**src/rtl/perf_pkg.sv**
```systemverilog
// Shared definitions for the performance-counter controller: register offsets,
// FSM encoding and counter indices.
package perf_pkg;

  typedef enum logic [1:0] {
    ST_IDLE = 2'd0,
    ST_RUN  = 2'd1,
    ST_HALT = 2'd2
  } state_e;

  localparam int NCNT        = 4;
  localparam int CNT_CYCLE   = 0;
  localparam int CNT_INSTRET = 1;
  localparam int CNT_BRPRED  = 2;
  localparam int CNT_BRMISP  = 3;

  localparam int CTRL_EN_BIT  = 0;
  localparam int CTRL_CLR_BIT = 1;

  // Byte offsets; the top truncates them to its window width.
  localparam logic [7:0] OFF_CTRL   = 8'h00;
  localparam logic [7:0] OFF_STAT   = 8'h04;
  localparam logic [7:0] OFF_HALT   = 8'h08;
  localparam logic [7:0] OFF_CYC_LO = 8'h10;
  localparam logic [7:0] OFF_CYC_HI = 8'h14;
  localparam logic [7:0] OFF_RET_LO = 8'h18;
  localparam logic [7:0] OFF_RET_HI = 8'h1C;
  localparam logic [7:0] OFF_BRP_LO = 8'h20;
  localparam logic [7:0] OFF_BRP_HI = 8'h24;
  localparam logic [7:0] OFF_MSP_LO = 8'h28;
  localparam logic [7:0] OFF_MSP_HI = 8'h2C;

endpackage

```
**src/rtl/perf_cnt64.sv**
```systemverilog
// Free-running wrap-around event counter; a clear beats an increment in the
// same cycle.
module perf_cnt64 #(
  parameter int CW = 64
) (
  input  logic          clk_i,
  input  logic          rst_n,
  input  logic          inc_i,
  input  logic          clr_i,
  output logic [CW-1:0] cnt_o
);

  logic [CW-1:0] cnt_q;
  logic [CW-1:0] cnt_d;

  always_comb begin
    cnt_d = cnt_q;
    if (clr_i) begin
      cnt_d = '0;
    end else if (inc_i) begin
      cnt_d = cnt_q + CW'(1);
    end
  end

  always_ff @(posedge clk_i or negedge rst_n) begin
    if (!rst_n) begin
      cnt_q <= '0;
    end else begin
      cnt_q <= cnt_d;
    end
  end

  assign cnt_o = cnt_q;

endmodule

```
**src/rtl/perf_ctrl.sv**
```systemverilog
// MMIO controller for the cycle / instret / branch / mispredict counters:
// run-control FSM, register decode, hi-word shadow and registered read port.
module perf_ctrl
  import perf_pkg::*;
#(
  parameter int ADDR_W = 6,
  parameter int CW     = 64
) (
  input  logic              clk_i,
  input  logic              rst_n,
  input  logic              wvalid_i,
  input  logic              rvalid_i,
  input  logic [ADDR_W-1:0] addr_i,
  input  logic [31:0]       wdata_i,
  output logic [31:0]       rdata_o,
  output logic              rack_o,
  input  logic              ev_retire_i,
  input  logic              ev_br_i,
  input  logic              ev_misp_i,
  output logic              fini_o,
  output logic [1:0]        state_o
);

  state_e            state_q, state_d;
  logic              en_q, en_d;
  logic [31:0]       shadow_q, shadow_d;
  logic [31:0]       rdata_q;
  logic              rack_q;
  logic [31:0]       rd_mux;
  logic [ADDR_W-1:0] word_addr;
  logic              wr_ctrl, wr_halt, run, clr;
  logic [NCNT-1:0]   inc;
  logic [CW-1:0]     cnt [NCNT];
  logic              unused_wdata;

  function automatic logic [31:0] lo_w(input logic [CW-1:0] c);
    return 32'(c);
  endfunction

  function automatic logic [31:0] hi_w(input logic [CW-1:0] c);
    return 32'(c >> 32);
  endfunction

  assign word_addr    = addr_i & ~ADDR_W'(3);
  assign wr_ctrl      = wvalid_i && (word_addr == ADDR_W'(OFF_CTRL));
  assign wr_halt      = wvalid_i && (word_addr == ADDR_W'(OFF_HALT));
  assign unused_wdata = ^wdata_i[31:2];

  always_comb begin
    state_d = state_q;
    en_d    = en_q;
    clr     = 1'b0;
    case (state_q)
      ST_IDLE: begin
        if (wr_halt) state_d = ST_HALT;
        else if (wr_ctrl && wdata_i[CTRL_EN_BIT]) state_d = ST_RUN;
      end
      ST_RUN: begin
        if (wr_halt) state_d = ST_HALT;
        else if (wr_ctrl && !wdata_i[CTRL_EN_BIT]) state_d = ST_IDLE;
      end
      ST_HALT: state_d = ST_HALT;
      default: state_d = ST_IDLE;
    endcase
    // Once halted the control register is dead: no enable change, no clear.
    if (wr_ctrl && state_q != ST_HALT) begin
      en_d = wdata_i[CTRL_EN_BIT];
      clr  = wdata_i[CTRL_CLR_BIT];
    end
  end

  assign run               = (state_q == ST_RUN);
  assign inc[CNT_CYCLE]    = run;
  assign inc[CNT_INSTRET]  = run && ev_retire_i;
  assign inc[CNT_BRPRED]   = run && ev_br_i;
  assign inc[CNT_BRMISP]   = run && ev_br_i && ev_misp_i;

  perf_cnt64 #(.CW(CW)) u_cycle (
    .clk_i(clk_i), .rst_n(rst_n), .inc_i(inc[CNT_CYCLE]), .clr_i(clr), .cnt_o(cnt[CNT_CYCLE])
  );
  perf_cnt64 #(.CW(CW)) u_instret (
    .clk_i(clk_i), .rst_n(rst_n), .inc_i(inc[CNT_INSTRET]), .clr_i(clr), .cnt_o(cnt[CNT_INSTRET])
  );
  perf_cnt64 #(.CW(CW)) u_brpred (
    .clk_i(clk_i), .rst_n(rst_n), .inc_i(inc[CNT_BRPRED]), .clr_i(clr), .cnt_o(cnt[CNT_BRPRED])
  );
  perf_cnt64 #(.CW(CW)) u_brmisp (
    .clk_i(clk_i), .rst_n(rst_n), .inc_i(inc[CNT_BRMISP]), .clr_i(clr), .cnt_o(cnt[CNT_BRMISP])
  );

  // A lo read snapshots the same counter's hi word so the following hi read
  // (of any counter) returns a consistent 64-bit value.
  always_comb begin
    rd_mux   = '0;
    shadow_d = shadow_q;
    case (word_addr)
      ADDR_W'(OFF_CTRL): rd_mux = {31'd0, en_q};
      ADDR_W'(OFF_STAT): rd_mux = {30'd0, state_q};
      ADDR_W'(OFF_CYC_LO): begin
        rd_mux   = lo_w(cnt[CNT_CYCLE]);
        shadow_d = hi_w(cnt[CNT_CYCLE]);
      end
      ADDR_W'(OFF_RET_LO): begin
        rd_mux   = lo_w(cnt[CNT_INSTRET]);
        shadow_d = hi_w(cnt[CNT_INSTRET]);
      end
      ADDR_W'(OFF_BRP_LO): begin
        rd_mux   = lo_w(cnt[CNT_BRPRED]);
        shadow_d = hi_w(cnt[CNT_BRPRED]);
      end
      ADDR_W'(OFF_MSP_LO): begin
        rd_mux   = lo_w(cnt[CNT_BRMISP]);
        shadow_d = hi_w(cnt[CNT_BRMISP]);
      end
      ADDR_W'(OFF_CYC_HI), ADDR_W'(OFF_RET_HI),
      ADDR_W'(OFF_BRP_HI), ADDR_W'(OFF_MSP_HI): rd_mux = shadow_q;
      default: rd_mux = '0;
    endcase
    if (!rvalid_i) shadow_d = shadow_q;
  end

  always_ff @(posedge clk_i or negedge rst_n) begin
    if (!rst_n) begin
      state_q  <= ST_IDLE;
      en_q     <= 1'b0;
      shadow_q <= '0;
      rdata_q  <= '0;
      rack_q   <= 1'b0;
    end else begin
      state_q  <= state_d;
      en_q     <= en_d;
      shadow_q <= shadow_d;
      rack_q   <= rvalid_i;
      rdata_q  <= rvalid_i ? rd_mux : '0;
    end
  end

  assign rdata_o = rdata_q;
  assign rack_o  = rack_q;
  assign fini_o  = (state_q == ST_HALT);
  assign state_o = state_q;

endmodule

```
**config.mk**
```make
export PLATFORM = sky130hd
export DESIGN_NAME = perf_ctrl
export DESIGN_NICKNAME = d
export VERILOG_FILES = /design/src/rtl/perf_pkg.sv /design/src/rtl/perf_cnt64.sv /design/src/rtl/perf_ctrl.sv
export SDC_FILE = /design/constraint.sdc
export NUM_CORES = 1
export LEC_CHECK = 0
export CORE_ASPECT_RATIO = 0.75
export CORE_UTILIZATION = 66
export CTS_CLUSTER_SIZE = 8
export DETAILED_ROUTE_END_ITERATION = 16
export PLACE_DENSITY = 0.84
export SLEW_MARGIN = 20
export SYNTH_ARGS = -nofsm -noshare
export SYNTH_HDL_FRONTEND = slang
export SYNTH_SLANG_ARGS = --single-unit
```
**constraint.sdc**
```tcl
create_clock -name clk_i -period 6.5 [get_ports clk_i]
set_input_delay 1.625 -clock clk_i [delete_from_list [all_inputs] [get_ports clk_i]]
set_output_delay 1.625 -clock clk_i [all_outputs]
set_load 0.02 [all_outputs]
```
== Yosys cells after proc, flatten, opt, wreduce, memory -nomap -nowiden ==
Index checks and enable logic that the tools add are counted.

* Add/sub/neg operators: 4
* Equality and inequality tests: 15
* Mux-type cells: 17
* Reductions and logical operators: 19

{| class="wikitable"
|+ Operators with widths
! cell !! number
|-
| 2-to-1 mux 64 bit || 8
|-
| adder 64 x 1 -> 64 bit (second input constant) || 4
|-
| one-hot mux 32 bit (7 select lines) || 1
|-
| one-hot mux 32 bit (4 select lines) || 1
|-
| 2-to-1 mux 32 bit || 1
|-
| equality test 4 x 3 -> 1 bit (second input constant) || 4
|-
| equality test 4 bit (second input constant) || 4
|-
| logical AND 1 bit || 8
|-
| 2-to-1 mux 2 bit || 4
|-
| nonzero test 2 bit || 4
|-
| logical NOT 6 bit || 1
|-
| one-hot mux 2 bit (3 select lines) || 1
|-
| equality test 4 x 1 -> 1 bit (second input constant) || 1
|-
| equality test 4 x 2 -> 1 bit (second input constant) || 1
|-
| AND reduction 2 bit || 2
|-
| nonzero test 4 bit || 1
|-
| OR reduction 4 bit || 1
|-
| inequality test 3 x 2 -> 1 bit (second input constant) || 1
|-
| inequality test 3 bit (second input constant) || 1
|-
| equality test 2 x 1 -> 1 bit (second input constant) || 1
|-
| equality test 2 bit (second input constant) || 1
|-
| logical NOT 2 bit || 1
|-
| inequality test 2 bit (second input constant) || 1
|-
| logical NOT 1 bit || 1
|-
| 2-to-1 mux 1 bit || 1
|}

* Logic and storage cells: 64
* Register bits: 324
* Input bits: 45

== Logic depth before layout (Yosys ltp) ==
* Depth in word-level cells: 6
* Gate-level depth with buffers: 8

== Modules after synthesis ==
A second synthesis with hierarchy kept.

* Cells, all modules: 2,026
* Area total of the unflattened synthesis: 18,396.4 um2

{| class="wikitable"
|+ Modules (own cells, without submodules)
! module !! instances !! cells each !! sequential area each (um2) !! area an instance (um2)
|-
| perf_cnt64 || 4 || 379 || 1,601.5 || 3,460.8
|-
| perf_ctrl || 1 || 510 || 1,701.6 || 4,553.1
|}

== Worst setup path before layout ==
OpenSTA, ideal clock, no wires.

* Kind: in2reg
* Start point: input addr_i[4]
* End point: register u_brmisp.cnt_q[58] (netlist: u_brmisp.cnt_o[58])
* Path slack: 2,664 ps
* Setup time: 78 ps
* Stages: 8
* Data arrival time: 3,758 ps
* Cell sequence: buf_6 -> or3b_1 -> buf_2 -> o41a_1 -> buf_6 -> or4_4 -> or4_1 -> a21oi_1

* Cells in the longest elaborated chain, start to end: 5
* Elaborated cells between the ends (all ways): 6
* Those cells by class: 2 x mux; 4 x reduce/logical

{| class="wikitable"
|+ Ends and longest elaborated chain
! element !! line !! source
|-
| start, declared || perf_ctrl.sv:13 || <nowiki>input logic [ADDR_W-1:0] addr_i,</nowiki>
|-
| logical NOT 6 bit (*) || perf_ctrl.sv:45 || <nowiki>assign wr_ctrl = wvalid_i && (word_addr == ADDR_W'(OFF_CTRL));</nowiki>
|-
| logical AND 1 bit (*) || perf_ctrl.sv:45 ||
|-
| logical AND 1 bit (*) || perf_ctrl.sv:66 || <nowiki>if (wr_ctrl && state_q != ST_HALT) begin</nowiki>
|-
| 2-to-1 mux 1 bit (*) || perf_ctrl.sv:66 ||
|-
| 2-to-1 mux 64 bit or nonzero test 2 bit (tied branches) || n/a ||
|-
| end signal, assigned || perf_cnt64.sv:29 || <nowiki>cnt_q <= cnt_d;</nowiki>
|-
| end, declared || perf_cnt64.sv:13 || <nowiki>logic [CW-1:0] cnt_q;</nowiki>
|}

Every way passes the cells marked *; elsewhere a longest branch is shown, timed or not.
A chain may end at the register's enable or synchronous reset.

== Final worst setup path ==
* Start point: input addr_i[2]
* End point: register u_brmisp.cnt_q[59] (netlist: u_brmisp.cnt_o[59])

Same word-level chain as after synthesis.

==> reports/qor.yml <==
sta:
  hold_viol: 0
  clock_skew_ns: 0.0141
  min_period_ns: 4.45
  tns_ns: 0
  setup_viol_count_final: 0
  report.final.slew_viol_count: 0
  fmax_mhz: 225
  relSlewSlack_pct: 26.7
  tightest_slew_ns: 1.10
  fin_hold_ws_ns: 0.476
  rsz0062_at_grt: "no"
  finalCritPeriodShare_pct: 68.4
route:
  drtIter0Drc: 3139
  ant_nets: 0
  wl_mm: 55.8
  wl_per_cell_um: 24.9
  drc: 0
  dr.pass1.iters: 12
  vias: 16700
  avgViaCountPerCell: 7.43
cts:
  cts_sinks: 324
  cts_hold_buf: 0
  cts_resized: 0
  cts_buffer_depth: 3
  path_clk_slew_ns: 0.05
  clk_latency_ns: 0.56
  tritoncts: "yes"
  cts_setup_buffers: 0
  cts_htree_levels: 2
  root_buffer: "clkbuf_16"
  cts_buffers: 46
synthesis:
  synthesis.nets: 1951
  ys_warn_count: 0
  async_flop_share_pct: 100
  syn_inst: 1902
  synth_area_leaders: "dfrtp_1 (46%), a21oi_1 (5.1%), a222oi_1 (3.6%)"
  yosysTopAreaCellShare_pct: 46.5
  avgSynthCellArea_sq_um: 9.17
  yosys.cell_types.count: 55
  ys_ff_latch: 324
  ys_seq_area_share_pct: 46.5
  synth_top_cell_by_area: "dfrtp_1"
  syn_area_sq_um: 17400
  synth_edf_count: 0
  ys.flop_type: "dfrtp_1"
critical_path:
  rrSetupSlack_ns: 2.99
  path_buf_inv: 1
  path_delay_family: "simple AND/OR/NAND/NOR gates"
  crit_path_cell_trace: "clkdlybuf4s50_1, or3b_1, o41a_1, or4_1, nor4b_1, mux2i_1"
  path_class: "primary input to flip-flop"
  max_stage_delay_ns: 0.71
  r2r-end: "u_brpred.cnt_o[40]"
  slowest_stage: "or4_1"
  critical_path_required_ns: 6.98
  worst-path-max-fanout: 13
  ff2ff_path_depth: 5
  cp_data_arrival_time_ns: 4.93
  worstSetupEndpointType: "flip-flop"
  start_kind: "primary input"
  reg2reg_from: "u_brpred.cnt_o[4]"
power_and_ir_drop:
  vdd_drop_max_uv: 294
  power.density_nw_per_um2: 252
  p_leak_nw: 7.70
die:
  num_rows: 51
  coreArea_sq_um: 26000
  die-area_sq_um: 27100
  dieWidth_um: 190
  ios: 81
  fp.dieH_um: 143
  start_util_pct: 67.2
global_routing:
  grtUsageTotal_pct: 41.5
  grt_max_degree: 159
  grt_pass1_vias: 15000
  antenna_found_initial: 1
  gr-total-overflow: 0
  grt_pass1_wl_mm: 85.5
layout:
  area_delta_synth_final_pct: 11.0
  fill_cells: 1808
  antenna_cells: 0
  nets: 1946
  drive_gt1_share_pct: 5.74
worst_hold_path:
  min_path_type: "flip-flop to flip-flop"
  holdCritStartpoint: "shadow_q[2]"
  min_to: "shadow_q[2]"
  min_delay_path_depth: 1
placed_design:
  port_buffers: 48
  place.gp.congestion: 1.00
  dp_hpwl_mm: 37.9
run_status:
  status: "completed"
run:
  maxCapViolCount: 0
-- per-layer routing --
layer	global-route usage (%)	part of all wire, %	vias to the layer above
met3	12.8	15	157
met4	15.3	3.8	0
li1	-	-	7183
met2	56.9	41	1224
met1	61.3	40	8109
met5	0	0	-
-- final cells by class --
cell class	count	area [sq um]	share of cell area, %
clock buffer	46	1150	5.95
inverter	22	82.6	0.427
sequential	324	8110	41.9
multi-input combinational	1437	8850	45.7
timing repair buffer	66	673	3.48
clock inverter	4	63.8	0.330
tap	344	430	2.22
-- cells by family after synthesis --
logic type,synth area share [%]
mux,1.33
xor+xnor,5.32
flops,46.5
buf+inv,3.13
fa+ha+maj,0.287
simple gates,26.1
compound gates,17.4
-- worst register-to-register path, stage by stage (launching register included) --
cell	delay [ns]
dfrtp_1	0.45
nand4_1	0.37
nor3b_1	0.83
nand4_1	0.85
or4_1	0.77
a21oi_1	0.17
-- power breakdown --
group	internal (mW)	switching, mW
clock network	1.28	0.862
registers	2.14	0.190
logic	0.152	0.252
total	3.57	1.30
-- synth_stat cells (48+ instances only) --
cell	count
o31ai_1	62
clkbuf_1	110
dfrtp_1	324
a222oi_1	62
nor2_1	148
nand4_1	89
nand2_1	164
nand3_1	117
or3_1	49
o21ai_0	48
or4_1	75
xor2_1	70
a21oi_1	179
-- worst max-delay path by stage --
| stage | start | depth (start not counted) | slack, ns | endpoint |
|---|---|---|---|---|
| floorplan | addr_i[4] | 8 | 2.66 | u_brmisp.cnt_o[58] |
| global placement | addr_i[2] | 6 | 1.64 | u_brmisp.cnt_o[59] |
| detailed placement | addr_i[2] | 6 | 1.54 | u_brmisp.cnt_o[59] |
| CTS | addr_i[2] | 6 | 2.11 | u_brmisp.cnt_o[59] |
| global route | addr_i[2] | 6 | 1.92 | u_brmisp.cnt_o[59] |
| finish | addr_i[2] | 6 | 2.05 | u_brmisp.cnt_o[59] |
-- stage by stage --
stage	setup slack (ns)	instance area, sq um	std cells	util [%]	power, mW
global placement	1.64	18100	2191	69.6	2.72
global route	1.92	19400	2243	74.5	5.01
detailed placement	1.54	18100	2192	69.6	2.74
floorplan	2.66	17400	1902	-	2.55
finish	2.05	19400	2243	74.5	4.88
CTS	2.11	19300	2242	74.3	4.87
-- placed cells by master (no fill, tap or decap), drive strengths merged, types with 36 or more instances in the layout --
master / instances
o31ai: 62
a21oi: 179
clkdlybuf4s50: 47
dfrtp: 324
o21ai: 50
nand4: 89
and3: 39
a222oi: 62
nand3: 117
nor4: 40
or4: 76
nand2: 164
xnor2: 36
nor3: 37
nor2: 148
clkbuf: 46
xor2: 70
or3: 49
-- state kept, by name, indices dropped and copies added (netlist names) --
| signal | count |
|---|---|
| u_cycle.cnt_o | 64 |
| rdata_o | 32 |
| state_o | 2 |
| rack_o | 1 |
| u_instret.cnt_o | 64 |
| shadow_q | 32 |
| en_q | 1 |
| u_brmisp.cnt_o | 64 |
| u_brpred.cnt_o | 64 |
Note: power is estimated with default switching activity, not from simulation.
